## src/rtl/eth_pkg.sv

```systemverilog
// Shared Ethernet/IPv4/UDP transmit constants, FSM state encoding and the CRC32 byte step.
package eth_pkg;

  localparam logic [15:0] ETH_TYPE_IPV4   = 16'h0800;
  localparam logic [7:0]  IP_PROTO_UDP    = 8'h11;
  localparam logic [7:0]  PREAMBLE_BYTE   = 8'h55;
  localparam logic [7:0]  SFD_BYTE        = 8'hD5;
  localparam logic [15:0] MIN_UDP_PAYLOAD = 16'd18;
  localparam logic [15:0] IFG_CYCLES      = 16'd12;
  localparam logic [15:0] MAX_UDP_PAYLOAD = 16'd1472;

  localparam logic [3:0] S_IDLE = 4'd0;
  localparam logic [3:0] S_CSUM = 4'd1;
  localparam logic [3:0] S_PRE  = 4'd2;
  localparam logic [3:0] S_ETH  = 4'd3;
  localparam logic [3:0] S_IP   = 4'd4;
  localparam logic [3:0] S_UDP  = 4'd5;
  localparam logic [3:0] S_DATA = 4'd6;
  localparam logic [3:0] S_FCS  = 4'd7;
  localparam logic [3:0] S_IFG  = 4'd8;

  // Reflected IEEE 802.3 polynomial, one byte LSB first.
  function automatic logic [31:0] crc32_step(input logic [31:0] crc, input logic [7:0] d);
    logic [31:0] c;
    c = crc ^ {24'h0, d};
    for (int i = 0; i < 8; i++)
      c = c[0] ? ((c >> 1) ^ 32'hEDB88320) : (c >> 1);
    return c;
  endfunction

endpackage

```

## src/rtl/crc32_d8.sv

```systemverilog
// Byte-serial CRC32 register: clear loads all ones, enable folds in one byte per cycle.
module crc32_d8
  import eth_pkg::*;
(
  input  logic        clk,
  input  logic        rst,
  input  logic        crc_en,
  input  logic        crc_clr,
  input  logic [7:0]  data,
  output logic [31:0] crc
);

  logic [31:0] crc_q, crc_d;

  always_comb begin
    crc_d = crc_q;
    if (crc_clr)
      crc_d = '1;
    else if (crc_en)
      crc_d = crc32_step(crc_q, data);
  end

  always_ff @(posedge clk or posedge rst) begin
    if (rst) crc_q <= '1;
    else     crc_q <= crc_d;
  end

  assign crc = crc_q;

endmodule

```

## src/rtl/udp_tx.sv

```systemverilog
// GMII transmitter for one Ethernet II/IPv4/UDP frame per start pulse.
// Optional UDP_TX_IPID_INC_EN: IP id counts frames since reset instead of staying 0000.
module udp_tx
  import eth_pkg::*;
#(
  parameter logic [47:0] BOARD_MAC  = 48'h00_11_22_33_44_55,
  parameter logic [31:0] BOARD_IP   = {8'd192, 8'd168, 8'd1, 8'd10},
  parameter logic [15:0] BOARD_PORT = 16'd1234,
  parameter logic [15:0] DES_PORT   = 16'd1234
) (
  input  logic        clk,
  input  logic        rst,
  input  logic        tx_start_en,
  input  logic [15:0] tx_byte_num,
  input  logic [47:0] des_mac,
  input  logic [31:0] des_ip,
  input  logic [31:0] tx_data,
  output logic        tx_req,
  output logic        gmii_tx_en,
  output logic [7:0]  gmii_txd,
  output logic        tx_done,
  output logic        busy
);

  logic [3:0]  state_q, state_d;
  logic [15:0] cnt_q, cnt_d, last_cnt;
  logic        tx_req_q, tx_req_d, tx_en_q, tx_en_d, done_q;
  logic [7:0]  txd_q, byte_d;
  logic [15:0] n_q, pay_len, ip_len, udp_len, ip_id, csum_q;
  logic [47:0] mac_q;
  logic [31:0] ip_q, word_q, sum_q, ip_sum, crc, fcs_sh, word_sh;
  logic [111:0] eth_hdr, eth_sh;
  logic [159:0] ip_hdr, ip_sh;
  logic [63:0]  udp_hdr, udp_sh;

  assign pay_len = (n_q < MIN_UDP_PAYLOAD) ? MIN_UDP_PAYLOAD : n_q;
  assign ip_len  = n_q + 16'd28;
  assign udp_len = n_q + 16'd8;
  assign ip_sum  = 32'h4500 + {16'h0, ip_len} + {16'h0, ip_id} + 32'h4000
                 + {16'h0, 8'h40, IP_PROTO_UDP} + {16'h0, BOARD_IP[31:16]}
                 + {16'h0, BOARD_IP[15:0]} + {16'h0, ip_q[31:16]} + {16'h0, ip_q[15:0]};

  assign eth_hdr = {mac_q, BOARD_MAC, ETH_TYPE_IPV4};
  assign ip_hdr  = {16'h4500, ip_len, ip_id, 16'h4000, 8'h40, IP_PROTO_UDP, csum_q,
                    BOARD_IP, ip_q};
  assign udp_hdr = {BOARD_PORT, DES_PORT, udp_len, 16'h0000};
  assign eth_sh  = eth_hdr << {cnt_q[3:0], 3'b000};
  assign ip_sh   = ip_hdr << {cnt_q[4:0], 3'b000};
  assign udp_sh  = udp_hdr << {cnt_q[2:0], 3'b000};
  assign word_sh = word_q << {cnt_q[1:0], 3'b000};
  assign fcs_sh  = ~crc >> {cnt_q[1:0], 3'b000};

`ifdef UDP_TX_IPID_INC_EN
  logic [15:0] ip_id_q;
  always_ff @(posedge clk or posedge rst) begin
    if (rst)
      ip_id_q <= '0;
    else if (state_q == S_FCS && cnt_q == 16'd3)
      ip_id_q <= ip_id_q + 16'd1;
  end
  assign ip_id = ip_id_q;
`else
  assign ip_id = 16'h0000;
`endif

  always_comb begin
    case (state_q)
      S_CSUM:  last_cnt = 16'd2;
      S_PRE:   last_cnt = 16'd7;
      S_ETH:   last_cnt = 16'd13;
      S_IP:    last_cnt = 16'd19;
      S_UDP:   last_cnt = 16'd7;
      S_DATA:  last_cnt = pay_len - 16'd1;
      S_FCS:   last_cnt = 16'd3;
      S_IFG:   last_cnt = IFG_CYCLES - 16'd1;
      default: last_cnt = 16'd0;
    endcase
  end

  always_comb begin
    state_d = state_q;
    cnt_d   = cnt_q + 16'd1;
    if (state_q == S_IDLE) begin
      cnt_d = '0;
      if (tx_start_en) state_d = S_CSUM;
    end else if (cnt_q == last_cnt) begin
      cnt_d   = '0;
      state_d = (state_q == S_IFG) ? S_IDLE : state_q + 4'd1;
    end
  end

  // First payload byte of each word comes straight from the FIFO; the rest from word_q.
  always_comb begin
    byte_d = 8'h00;
    case (state_q)
      S_PRE:  byte_d = (cnt_q == 16'd7) ? SFD_BYTE : PREAMBLE_BYTE;
      S_ETH:  byte_d = eth_sh[111:104];
      S_IP:   byte_d = ip_sh[159:152];
      S_UDP:  byte_d = udp_sh[63:56];
      S_DATA: if (cnt_q < n_q) byte_d = (cnt_q[1:0] == 2'd0) ? tx_data[31:24] : word_sh[31:24];
      S_FCS:  byte_d = fcs_sh[7:0];
      default: byte_d = 8'h00;
    endcase
  end

  // Word fetch leads its first byte by two cycles so the FIFO has one cycle to respond.
  assign tx_req_d = (state_q == S_UDP && cnt_q == 16'd6 && n_q != 16'd0)
                 || (state_q == S_DATA && cnt_q[1:0] == 2'd2 && (cnt_q + 16'd2) < n_q);
  assign tx_en_d  = (state_q >= S_PRE) && (state_q <= S_FCS);

  always_ff @(posedge clk or posedge rst) begin
    if (rst) begin
      state_q  <= S_IDLE;
      cnt_q    <= '0;
      tx_req_q <= 1'b0;
      tx_en_q  <= 1'b0;
      txd_q    <= 8'h00;
      done_q   <= 1'b0;
    end else begin
      state_q  <= state_d;
      cnt_q    <= cnt_d;
      tx_req_q <= tx_req_d;
      tx_en_q  <= tx_en_d;
      txd_q    <= tx_en_d ? byte_d : 8'h00;
      done_q   <= (state_q == S_IFG) && (cnt_q == 16'd0);
    end
  end

  always_ff @(posedge clk) begin
    if (state_q == S_IDLE && tx_start_en) begin
      n_q   <= (tx_byte_num > MAX_UDP_PAYLOAD) ? MAX_UDP_PAYLOAD : tx_byte_num;
      mac_q <= des_mac;
      ip_q  <= des_ip;
    end
    // Header checksum: sum, fold, then fold again and invert.
    if (state_q == S_CSUM) begin
      if (cnt_q == 16'd0)      sum_q  <= ip_sum;
      else if (cnt_q == 16'd1) sum_q  <= {16'h0, sum_q[15:0]} + {16'h0, sum_q[31:16]};
      else                     csum_q <= ~(sum_q[15:0] + {15'h0, sum_q[16]});
    end
    if (state_q == S_DATA && cnt_q[1:0] == 2'd0 && cnt_q < n_q)
      word_q <= tx_data;
  end

  crc32_d8 u_crc (
    .clk     (clk),
    .rst     (rst),
    .crc_en  ((state_q >= S_ETH) && (state_q <= S_DATA)),
    .crc_clr (state_q == S_PRE),
    .data    (byte_d),
    .crc     (crc)
  );

  assign tx_req     = tx_req_q;
  assign gmii_tx_en = tx_en_q;
  assign gmii_txd   = txd_q;
  assign tx_done    = done_q;
  assign busy       = (state_q != S_IDLE);

endmodule

```

## config.mk

```make
export PLATFORM = sky130hd
export DESIGN_NAME = udp_tx
export DESIGN_NICKNAME = d
export VERILOG_FILES = /design/src/rtl/eth_pkg.sv /design/src/rtl/crc32_d8.sv /design/src/rtl/udp_tx.sv
export SDC_FILE = /design/constraint.sdc
export NUM_CORES = 1
export LEC_CHECK = 0
export CORE_MARGIN = 5
export CORE_UTILIZATION = 55
export CTS_CLUSTER_DIAMETER = 40
export DETAILED_ROUTE_END_ITERATION = 7
export PLACE_DENSITY_LB_ADDON = 0.25
export SLEW_MARGIN = 15
export SYNTH_ARGS = -nofsm -noshare
export SYNTH_HDL_FRONTEND = slang
export SYNTH_SLANG_ARGS = --single-unit
```

## constraint.sdc

```tcl
create_clock -name clk -period 6.7 [get_ports clk]
set_clock_uncertainty 0.2 [all_clocks]
set_input_delay 0.67 -clock clk [delete_from_list [all_inputs] [get_ports clk]]
set_output_delay 0.67 -clock clk [all_outputs]
set_load 0.01 [all_outputs]
```

==> impl_results.md <==
* Peak Freq at roughly 170 MHz
* CP max FO at 16
* Final hold slack at approximately 0.32 ns
* Post-CTS setup buffers at 0
* Most frequent cell after synthesis: edfxtp_1
* CTS tree: yes
* CTS clk-pin slew, worst paths at 0.06 ns
* Commonest cells in the synthesized netlist: 163 x edfxtp_1, 109 x inv_1, 106 x nor2_1
* Row count at 60
* Setup TNS at 0 ns
* # hold bufs at CTS at 0
* Total gr overflow at 0
* Vias in the first global route at about 12000
* Placed insts at between 1500 and 2000
* Final count of negative-setup-slack endpoints at 0
* Initial core utilization at a little under three fifths
* Critical Path RT at ~7 ns
* Ranking of synthesized cells by area: edfxtp_1 32%, ha_1 7.1%, xnor2_1 6.1%
* Unique masters post-synth at 94
* Layout area overhead at 18.41%
* Min-delay worst type: reg2reg
* Routability Congestion at roughly 0.95
* RSZ-0062 raised after global routing: no
* Num Clock Sinks at 226
* VDD IR max at 218.7 µV
* Largest net degree at the start of global routing at between 60 and 70
* Synth warn at 0
* Antenna violations before repair at 3
* Hold path start: u_crc.crc[9]
* Post-Syn Instances at approximately 1400
* IO Pins at around 140
* Total CTS buffers at 35
* Static Leak at between 6 and 7 nW
* Root Driver: clkbuf_16
* Resized cells post-CTS at 0
* Die Y at between 150 and 200 µm
* Power consumption at 3.440 mW
* Critical R2R Launch: n_q[12]
* Yosys reg bits at between 200 and 250
* Cells on Worst Hold Path at 2
* Final net count at 1734
* Worst R2R Setup Slack at 0.95 ns
* Fin crit period at 5.749 ns
* Largest area contributor in the synthesized netlist: edfxtp_1
* Fin crit share at between 80% and 90%
* Initial drt markers at 1285
* Post-synth EDFFs at about 160
* Total length of routed wires at ~43000 µm
* Total core area at roughly 0.027 mm²
* Gr usage total at between 20% and 30%
* Seq/Total Area, Yosys at a little over two fifths
* Final std cells w/o fill at about 1900
* Antenna-violating nets left at 0
* PwrDens at 192.7 mW/mm²
* Crit Reg-Reg Endpoint: cnt_q[10]
* Crit path DAT at between 5 and 6 ns
* Vias per cell at 6.081
* Pre-antenna DRT Iters at 6
* Worst hold path endpoint: u_crc.crc[9]
* Fin. max-slew vios at 0
* H-tree Lvls at 2
* Worst Reg-to-Reg Cells at 16
* Worst slew pin tran at about 1.1 ns
* Slew Limit Headroom at around 28%
* Status: finished, final reports clean
* Top_reg_cell synth: edfxtp_1
* Asr flop ratio synth at 27.88%
* First-pass GRT wire length at 67500 µm
* Layout cells sized above 1 at between 10% and 20%
* Setup CP Type: reg2reg
* Drt wl/cell at approximately 23 µm
* Hold Fails Final Rpt at 0
* Syn avg cell area at approximately 11 µm²
* Final HPWL DP at roughly 33000 µm
* Number of port buffers at between 100 and 150
* Die Wd at between 150 and 200 µm
* Area share of the largest cell type after synthesis at ~32%
* Critical Path Sink Type: flop
* Die Area at between 0.03 and 0.04 mm²
* Mapped cell area at roughly 0.015 mm²
* CP startpoint kind: flop
* Max-Cap Viols at 0
* Clock Latency Late Sink at 0.52 ns
* Maximum clock path buffer count at 3
* # DRC at 0
* Via Count at 11370
-- metal layers --
metal	up-vias	track usage, %	part of all wire [%]
li1	5211	-	-
met1	5479	39.24	42
met2	569	44.65	46
met3	108	5.316	8.4
met4	4	9.877	3.7
met5	-	0	0.078
-- final cells by class --
cell class | count | area (µm²)
fillers | 2032 | 9101
multi-input cells | 971 | 7767
flip-flops and latches | 226 | 6516
repair buffers | 156 | 1526
clock buffers | 42 | 933.4
well taps | 341 | 426.7
inverters | 111 | 419.2
clock inverters | 22 | 257.7
diodes | 1 | 2.502
-- registers in the layout, indices dropped and copies added (netlist names), 4 cells and up --
name       flops
mac_q         48
ip_q          32
gmii_txd       8
cnt_q         16
state_q        4
n_q           16
sum_q         19
word_q        32
csum_q        16
u_crc.crc     32
-- layout by cell type, fill, tap and decap left out, types with 32 or more instances in the layout --
cell type	Yosys	final
clkdlybuf4s50_1	0	142
nand2_1	98	98
o21ai_0	47	47
a21oi_1	52	52
edfxtp_1	163	163
dfstp_2	32	32
ha_1	85	85
nor2_1	106	106
xnor2_1	105	105
clkbuf_16	0	36
inv_1	109	108
xor2_1	54	54
nand3_1	38	38
-- how the worst max path moves through the flow --
| stage | startpoint | end | slack (ns) | cells after the start |
|---|---|---|---|---|
| CTS | n_q[12] | cnt_q[10] | 1.07 | 16 |
| floorplan | n_q[12] | state_q[1] | 1.80 | 17 |
| global placement | n_q[12] | cnt_q[2] | 1.28 | 16 |
| finish | n_q[12] | cnt_q[10] | 0.95 | 16 |
| detailed placement | n_q[12] | cnt_q[13] | 1.14 | 16 |
| global route | n_q[11] | cnt_q[10] | 0.45 | 16 |
-- kinds of logic (layout without fill, tap and decap cells) --
group,after synthesis,after routing,share of synthesized area (%)
AOI/OAI and AO/OA,249,249,11.49
xor gates and xnor gates,178,178,11.75
adders and majority gates,102,102,9.313
buffers and inverters,184,331,5.453
DFF,226,226,43.19
muxes,56,56,6.325
other,1,6,0.02488
and+or+nand+nor,381,381,12.45
-- critical path: stages, from the launching register on --
cell and delay (ns):
edfxtp_1 0.51, or3_1 0.44, nor3_1 0.41, nand3_1 0.26, o21ai_0 0.32, ha_1 0.28
or4b_1 0.56, nor4_1 0.32, mux2i_1 0.36, xnor2_1 0.16, nand3_1 0.09, o21ai_1 0.12
a22oi_1 0.11, or4_4 0.45, nor4_4 0.40, a21o_1 0.47, nor2_1 0.12
-- stage by stage --
stage | instance area [µm²] | utilization (%) | setup slack, ns
final | 17850 | 66.23 | 0.9508
after floorplan | 15090 | - | 1.799
after CTS | 17850 | 66.22 | 1.066
after global routing | 17850 | 66.22 | 0.4475
after detailed placement | 16660 | 61.80 | 1.136
after global placement | 16660 | 61.80 | 1.279
-- report_power, final --
group          switching (mW)  internal, mW  leakage, nW  total, mW
combinational          0.0267        0.0687         4.10     0.0954
sequential                  0          1.50         2.19       1.50
clock                   0.705          1.14        0.578       1.85
No activity file was read; power rests on OpenSTA's default activity.
